===== src/rtl/cpu_pkg.sv =====
`default_nettype none
// ============================================================================
//  Module      : cpu_pkg
//  Description : Shared definitions for the EX-stage HI/LO unit: opcode
//                encoding of HI/LO instructions, FSM state encoding, datapath
//                width and an opcode classification helper.
//  Revision    : 1.0 - initial release
// ============================================================================
package cpu_pkg;

  localparam int DATA_W = 32;

  // HI/LO opcode encoding; 7 is reserved and behaves as a NOP
  localparam logic [2:0] HILO_NOP   = 3'd0;
  localparam logic [2:0] HILO_MULT  = 3'd1;
  localparam logic [2:0] HILO_MULTU = 3'd2;
  localparam logic [2:0] HILO_MTHI  = 3'd3;
  localparam logic [2:0] HILO_MTLO  = 3'd4;
  localparam logic [2:0] HILO_MFHI  = 3'd5;
  localparam logic [2:0] HILO_MFLO  = 3'd6;

  typedef enum logic [0:0] {
    ST_IDLE = 1'b0,
    ST_MUL  = 1'b1
  } hilo_state_t;

  // True for every opcode that touches HI/LO (and can therefore hazard)
  function automatic logic is_hilo_op(input logic [2:0] op);
    return (op >= HILO_MULT) && (op <= HILO_MFLO);
  endfunction

endpackage
`default_nettype wire


===== src/rtl/sign_fix.sv =====
`default_nettype none
// ============================================================================
//  Module      : sign_fix
//  Description : Combinational conditional two's-complement negate. Used as a
//                32-bit absolute value on multiplier operands (i_neg = sign
//                bit) and as a 64-bit sign correction on the product.
//  Revision    : 1.0 - initial release
// ============================================================================
module sign_fix #(
  parameter int W = 32
) (
  input  logic [W-1:0] i_data,
  input  logic         i_neg,
  output logic [W-1:0] o_data
);

  // Negate when requested; the most negative value maps to itself, which is
  // the correct unsigned magnitude for the multiplier.
  assign o_data = i_neg ? ((~i_data) + W'(1)) : i_data;

endmodule
`default_nettype wire


===== src/rtl/hilo_unit.sv =====
`default_nettype none
// ============================================================================
//  Module      : hilo_unit
//  Description : EX-stage HI/LO unit. Conditions mult/multu operands for an
//                external unsigned multiplier, waits MUL_LATENCY cycles,
//                sign-corrects the 64-bit product into HI/LO, and serves
//                mfhi/mflo/mthi/mtlo with hazard stalls.
//  Options     : HILO_BYPASS_EN - forward the product to mfhi/mflo in the
//                capture cycle instead of stalling it.
//  Revision    : 1.0 - initial release
// ============================================================================
module hilo_unit #(
  parameter int DATA_W      = 32,
  parameter int MUL_LATENCY = 4
) (
  input  logic              clk,
  input  logic              rst,
  input  logic              op_valid,
  input  logic [2:0]        op_code,
  input  logic [DATA_W-1:0] op_src1,
  input  logic [DATA_W-1:0] op_src2,
  output logic [DATA_W-1:0] mlu_src1,
  output logic [DATA_W-1:0] mlu_src2,
  input  logic [DATA_W-1:0] mlu_result_l,
  input  logic [DATA_W-1:0] mlu_result_h,
  output logic [DATA_W-1:0] rd_data,
  output logic              stall,
  output logic              busy
);

  import cpu_pkg::*;

  localparam logic [3:0] c_CNT_INIT = 4'(MUL_LATENCY - 1);

  hilo_state_t         r_state, w_state_nxt;
  logic [3:0]          r_cnt, w_cnt_nxt;
  logic                r_neg;
  logic [DATA_W-1:0]   r_mlu_src1, r_mlu_src2;
  logic [DATA_W-1:0]   r_hi, r_lo;

  logic                w_idle, w_cap, w_stall;
  logic                w_op_mul, w_op_signed, w_op_hilo, w_op_mf;
  logic                w_op_mthi, w_op_mtlo;
  logic [DATA_W-1:0]   w_abs1, w_abs2, w_rd;
  logic [2*DATA_W-1:0] w_prod;

  assign w_idle      = (r_state == ST_IDLE);
  assign w_cap       = (r_state == ST_MUL) && (r_cnt == 4'd0);
  assign w_op_signed = (op_code == HILO_MULT);
  assign w_op_mul    = op_valid && ((op_code == HILO_MULT) || (op_code == HILO_MULTU));
  assign w_op_hilo   = op_valid && is_hilo_op(op_code);
  assign w_op_mf     = op_valid && ((op_code == HILO_MFHI) || (op_code == HILO_MFLO));
  assign w_op_mthi   = w_idle && op_valid && (op_code == HILO_MTHI);
  assign w_op_mtlo   = w_idle && op_valid && (op_code == HILO_MTLO);

`ifdef HILO_BYPASS_EN
  // Reads can be satisfied from the product being captured this cycle
  assign w_stall = w_op_hilo && (r_state == ST_MUL) && !(w_cap && w_op_mf);
`else
  assign w_stall = w_op_hilo && (r_state == ST_MUL);
`endif

  // Operand magnitudes for MULT; MULTU passes operands unchanged
  sign_fix #(.W(DATA_W)) u_abs1 (
    .i_data (op_src1),
    .i_neg  (w_op_signed && op_src1[DATA_W-1]),
    .o_data (w_abs1)
  );

  sign_fix #(.W(DATA_W)) u_abs2 (
    .i_data (op_src2),
    .i_neg  (w_op_signed && op_src2[DATA_W-1]),
    .o_data (w_abs2)
  );

  // Restore the sign of the unsigned product
  sign_fix #(.W(2*DATA_W)) u_prod (
    .i_data ({mlu_result_h, mlu_result_l}),
    .i_neg  (r_neg),
    .o_data (w_prod)
  );

  // State and latency counter registers
  always_ff @(posedge clk) begin
    if (rst) begin
      r_state <= ST_IDLE;
      r_cnt   <= 4'd0;
    end else begin
      r_state <= w_state_nxt;
      r_cnt   <= w_cnt_nxt;
    end
  end

  // Next state: issue from IDLE, count down in MUL, return after capture
  always_comb begin
    w_state_nxt = r_state;
    w_cnt_nxt   = r_cnt;
    case (r_state)
      ST_IDLE: begin
        if (w_op_mul) begin
          w_state_nxt = ST_MUL;
          w_cnt_nxt   = c_CNT_INIT;
        end
      end
      ST_MUL: begin
        if (r_cnt == 4'd0) begin
          w_state_nxt = ST_IDLE;
        end else begin
          w_cnt_nxt = r_cnt - 4'd1;
        end
      end
      default: w_state_nxt = ST_IDLE;
    endcase
  end

  // Operand latch on issue; HI/LO written by capture or by mthi/mtlo
  always_ff @(posedge clk) begin
    if (rst) begin
      r_mlu_src1 <= '0;
      r_mlu_src2 <= '0;
      r_neg      <= 1'b0;
      r_hi       <= '0;
      r_lo       <= '0;
    end else begin
      if (w_idle && w_op_mul) begin
        r_mlu_src1 <= w_abs1;
        r_mlu_src2 <= w_abs2;
        r_neg      <= w_op_signed && (op_src1[DATA_W-1] ^ op_src2[DATA_W-1]);
      end
      // mthi/mtlo only proceed in IDLE, so they never collide with capture
      if (w_cap) begin
        r_hi <= w_prod[2*DATA_W-1:DATA_W];
        r_lo <= w_prod[DATA_W-1:0];
      end else begin
        if (w_op_mthi) r_hi <= op_src1;
        if (w_op_mtlo) r_lo <= op_src1;
      end
    end
  end

  // Read port: registered HI/LO, or the product being captured this cycle
  always_comb begin
    w_rd = '0;
    if (op_valid && !w_stall) begin
      if (op_code == HILO_MFHI) begin
        w_rd = w_cap ? w_prod[2*DATA_W-1:DATA_W] : r_hi;
      end else if (op_code == HILO_MFLO) begin
        w_rd = w_cap ? w_prod[DATA_W-1:0] : r_lo;
      end
    end
  end

  assign mlu_src1 = r_mlu_src1;
  assign mlu_src2 = r_mlu_src2;
  assign rd_data  = w_rd;
  assign stall    = w_stall;
  assign busy     = (r_state == ST_MUL);

endmodule
`default_nettype wire

===== config.mk =====
export PLATFORM = sky130hd
export DESIGN_NAME = hilo_unit
export DESIGN_NICKNAME = d
export VERILOG_FILES = /design/src/rtl/cpu_pkg.sv /design/src/rtl/sign_fix.sv /design/src/rtl/hilo_unit.sv
export SDC_FILE = /design/constraint.sdc
export NUM_CORES = 1
export LEC_CHECK = 0
export BUFFER_PORTS_ARGS = -buffer_cell sky130_fd_sc_hd__buf_2
export CAP_MARGIN = 20
export CORE_MARGIN = 2
export CORE_UTILIZATION = 60
export DETAILED_ROUTE_END_ITERATION = 16
export PLACE_DENSITY = 0.87
export SETUP_SLACK_MARGIN = 0.4
export SYNTH_ARGS = -nofsm -noshare
export SYNTH_HDL_FRONTEND = slang
export SYNTH_HIERARCHICAL = 1
export SYNTH_SLANG_ARGS = --single-unit

===== constraint.sdc =====
create_clock -name clk -period 7.78 [get_ports clk]
set_clock_uncertainty 0.2 [all_clocks]
set_input_delay 1.167 -clock clk [delete_from_list [all_inputs] [get_ports clk]]
set_output_delay 1.167 -clock clk [all_outputs]
set_load 0.05 [all_outputs]

==> qor.txt <==
Status -> complete, no violations
Number of flops mapped to enable cells by yosys -> 0
R2r startpoint -> busy$_SDFF_PP0_
Mean post-synth cell area -> 8.086 sq um
Worst hold path class -> reg2reg
Setup TNS -> 0 ns
Postcts setup bufs -> 0
Cells after Synth -> 1229
Worst-path clk slew -> 0.06 ns
Post-layout util -> 70.59%
Fin. Hold Viols -> 0
CP Data Arrival Time -> 4.08 ns
Critical path type -> in2out
DR iter-0 viols -> 1241
Vias in the first global route -> 9883
CTS tree -> built
Netlist cell types -> 63
Reg2reg setup slack -> 4.80 ns
Max Clock Freq -> 183.5 MHz
Site Rows -> 47
Final setup viols -> 0
CP Data Required Time -> 6.41 ns
Die Area -> 17610 sq um
Synth top area share -> 26.99%
Input/output buffers -> 231
Ports -> 232
DP HPWL -> 21860 um
TritonCTS Buffers -> 17
H-Tree Depth -> 4
Crit. End Element -> output pin
# placed instances -> 1574
Clock Tree Buf Depth -> 2
Clk root buf -> clkbuf_16
Share of cells above drive strength 1 -> 24.46%
Syn_nets -> 1367
Top FF cell, synth -> dfxtp_1
Min Hold Slack -> 0.2653 ns
Number of vias per cell -> 6.660
Die H -> 132.7 um
Via count -> 10710
Count of pins over their slew limit -> 0
Pwr Density -> 169.3 nW/um^2
YS warnings -> 6
Non-Filler Instances -> 1608
Max Fanout on Critical Path -> 5
Async set-or-reset flop fraction in the synthesized netlist -> 0%
Initial Util -> 60.57%
Synth Register Bits -> 134
Drt pass-1 iters -> 5
Number of max-cap violations -> 0
Largest net degree at the start of global routing -> 69
Global Route Usage Sum -> 36.06%
Clk sinks -> 134
Post-route minimum period -> 5.451 ns
Routed wire length -> 32560 um
First-pass GRT wire length -> 51750 um
Post-route DRC violation count -> 0
Initial antenna violation count -> 4
Synthesized area -> 9938 sq um
Remaining Overflow, GRT -> 0
Post-CTS Hold Fix Bufs -> 0
Lkg Pwr -> 3.835 nW
Post-cts sizing count -> 0
Synth area leader -> dfxtp_1
RSZ-0062 raised after global routing -> no
Avg WL per Cell -> 20.25 um
Die Wd -> 132.7 um
Endpoint of the worst-slack reg-to-reg timing path -> r_lo[12]$_SDFFE_PP0P_
Worst-margin pin slew -> 1.050 ns
Area Growth Syn to Fin -> 16.54%
Post-route ant nets -> 0
Placer congestion estimate -> 0.9372
Worst R2R Path Depth -> 4
Seq/Total Area, Yosys -> 26.99%
Slew margin rel. -> 29.97%
Critical Path Source -> mlu_result_l[10]
# nets final -> 1513
Setup crit end -> rd_data[30]
Most numerous cell in the Yosys netlist -> o21ai_0
Critical Path Start Type -> input pin
Synth cell count leaders -> o21ai_0, dfxtp_1, xnor2_1, nand3_1, nor2_1
Synth top area cells -> dfxtp_1, xnor2_1, o21ai_0
Worst skew pair latency -> 0.42 ns
Core Footprint -> 16410 sq um
Final Cycle Share -> 70.06%
Max IR drop VDD -> 143.5 uV
[critical path, cell delays in order]
cell and delay [ns]:
buf_2 0.12, or4_4 0.57, nor4_2 0.60, nand4_2 0.30, o41ai_1 0.39, xnor2_1 0.24
mux2i_1 0.15, o22ai_1 0.24, buf_2 0.31
[area by class of cell]
type,count,area (sq um)
multi-input combinational,965,6686
inverter,11,41.29
sequential,134,2684
antenna,2,5.005
clock inverter,4,70.07
timing repair buffer,246,1331
fill,1318,4825
clock buffer,26,489.2
tap,220,275.3
[layer usage]
metal	part of all wire, %	global-route usage (%)	wire, um	vias up
li1	-	-	-	4914
met1	40	48.54	12970	5046
met2	45	54.43	14560	666
met3	13	10.65	4096	82
met4	2.8	14.04	920	2
met5	0.040	0	13	-
[cell usage in the layout, fill, tap and decap left out, types with 7 or more instances in the layout]
master / count
nand2_1: 39
buf_2: 230
or2_2: 7
nand2b_1: 8
xnor2_1: 122
clkbuf_16: 17
nand3_1: 104
o22ai_1: 32
nor2_1: 72
a31oi_1: 34
or3_1: 12
nor4_4: 9
inv_1: 11
nor3_1: 9
o21ai_1: 20
o41ai_1: 18
a21oi_1: 67
o41ai_2: 12
o31ai_1: 37
a311oi_1: 32
or4_1: 8
nand4_1: 8
o21ai_0: 146
mux2i_1: 64
a211oi_1: 33
dfxtp_1: 133
buf_4: 13
[cells by family after synthesis]
| kind of cell | synth area share (%) |
|---|---|
| fa+ha+maj | 0.5036 |
| compound gates | 28.83 |
| xor+xnor | 11.02 |
| buf+inv | 6.245 |
| simple gates | 19.97 |
| mux | 6.446 |
| flops | 26.99 |
[state kept, by name, indices dropped and copies added (netlist names)]
| signal | cells |
|---|---|
| r_neg | 1 |
| r_cnt | 4 |
| mlu_src2 | 32 |
| r_lo | 32 |
| mlu_src1 | 32 |
| busy | 1 |
| r_hi | 32 |
[power breakdown]
part	internal (mW)	leakage [nW]	switching (mW)	total, mW
Sequential	0.723	1.09	0.0181	0.741
Clock	0.493	0.274	0.295	0.788
Combinational	0.138	2.47	0.294	0.432
Total	1.35	3.84	0.607	1.96
[worst min-delay path by stage]
stage,from,endpoint,slack (ns),cells past startpoint
final,r_cnt[1]$_SDFFE_PP0P_,r_cnt[1]$_SDFFE_PP0P_,0.27,2
after detailed placement,r_cnt[1]$_SDFFE_PP0P_,r_cnt[1]$_SDFFE_PP0P_,0.26,2
after global routing,mlu_src1[31]$_SDFFE_PP0P_,mlu_src1[31]$_SDFFE_PP0P_,0.29,2
after floorplan,r_cnt[1]$_SDFFE_PP0P_,r_cnt[1]$_SDFFE_PP0P_,0.24,2
after CTS,r_cnt[1]$_SDFFE_PP0P_,r_cnt[1]$_SDFFE_PP0P_,0.27,2
after global placement,r_cnt[1]$_SDFFE_PP0P_,r_cnt[1]$_SDFFE_PP0P_,0.25,2
[stage by stage]
| step | total power, mW | area [sq um] | worst slack (ns) |
|---|---|---|---|
| global route | 2.025 | 11580 | 2.296 |
| detailed placement | 1.172 | 10960 | 2.424 |
| global placement | 1.164 | 10940 | 2.326 |
| CTS | 1.951 | 11520 | 2.420 |
| finish | 1.961 | 11580 | 2.329 |
| floorplan | 1.030 | 9938 | 2.628 |
Power figures use the tool's default switching activity.
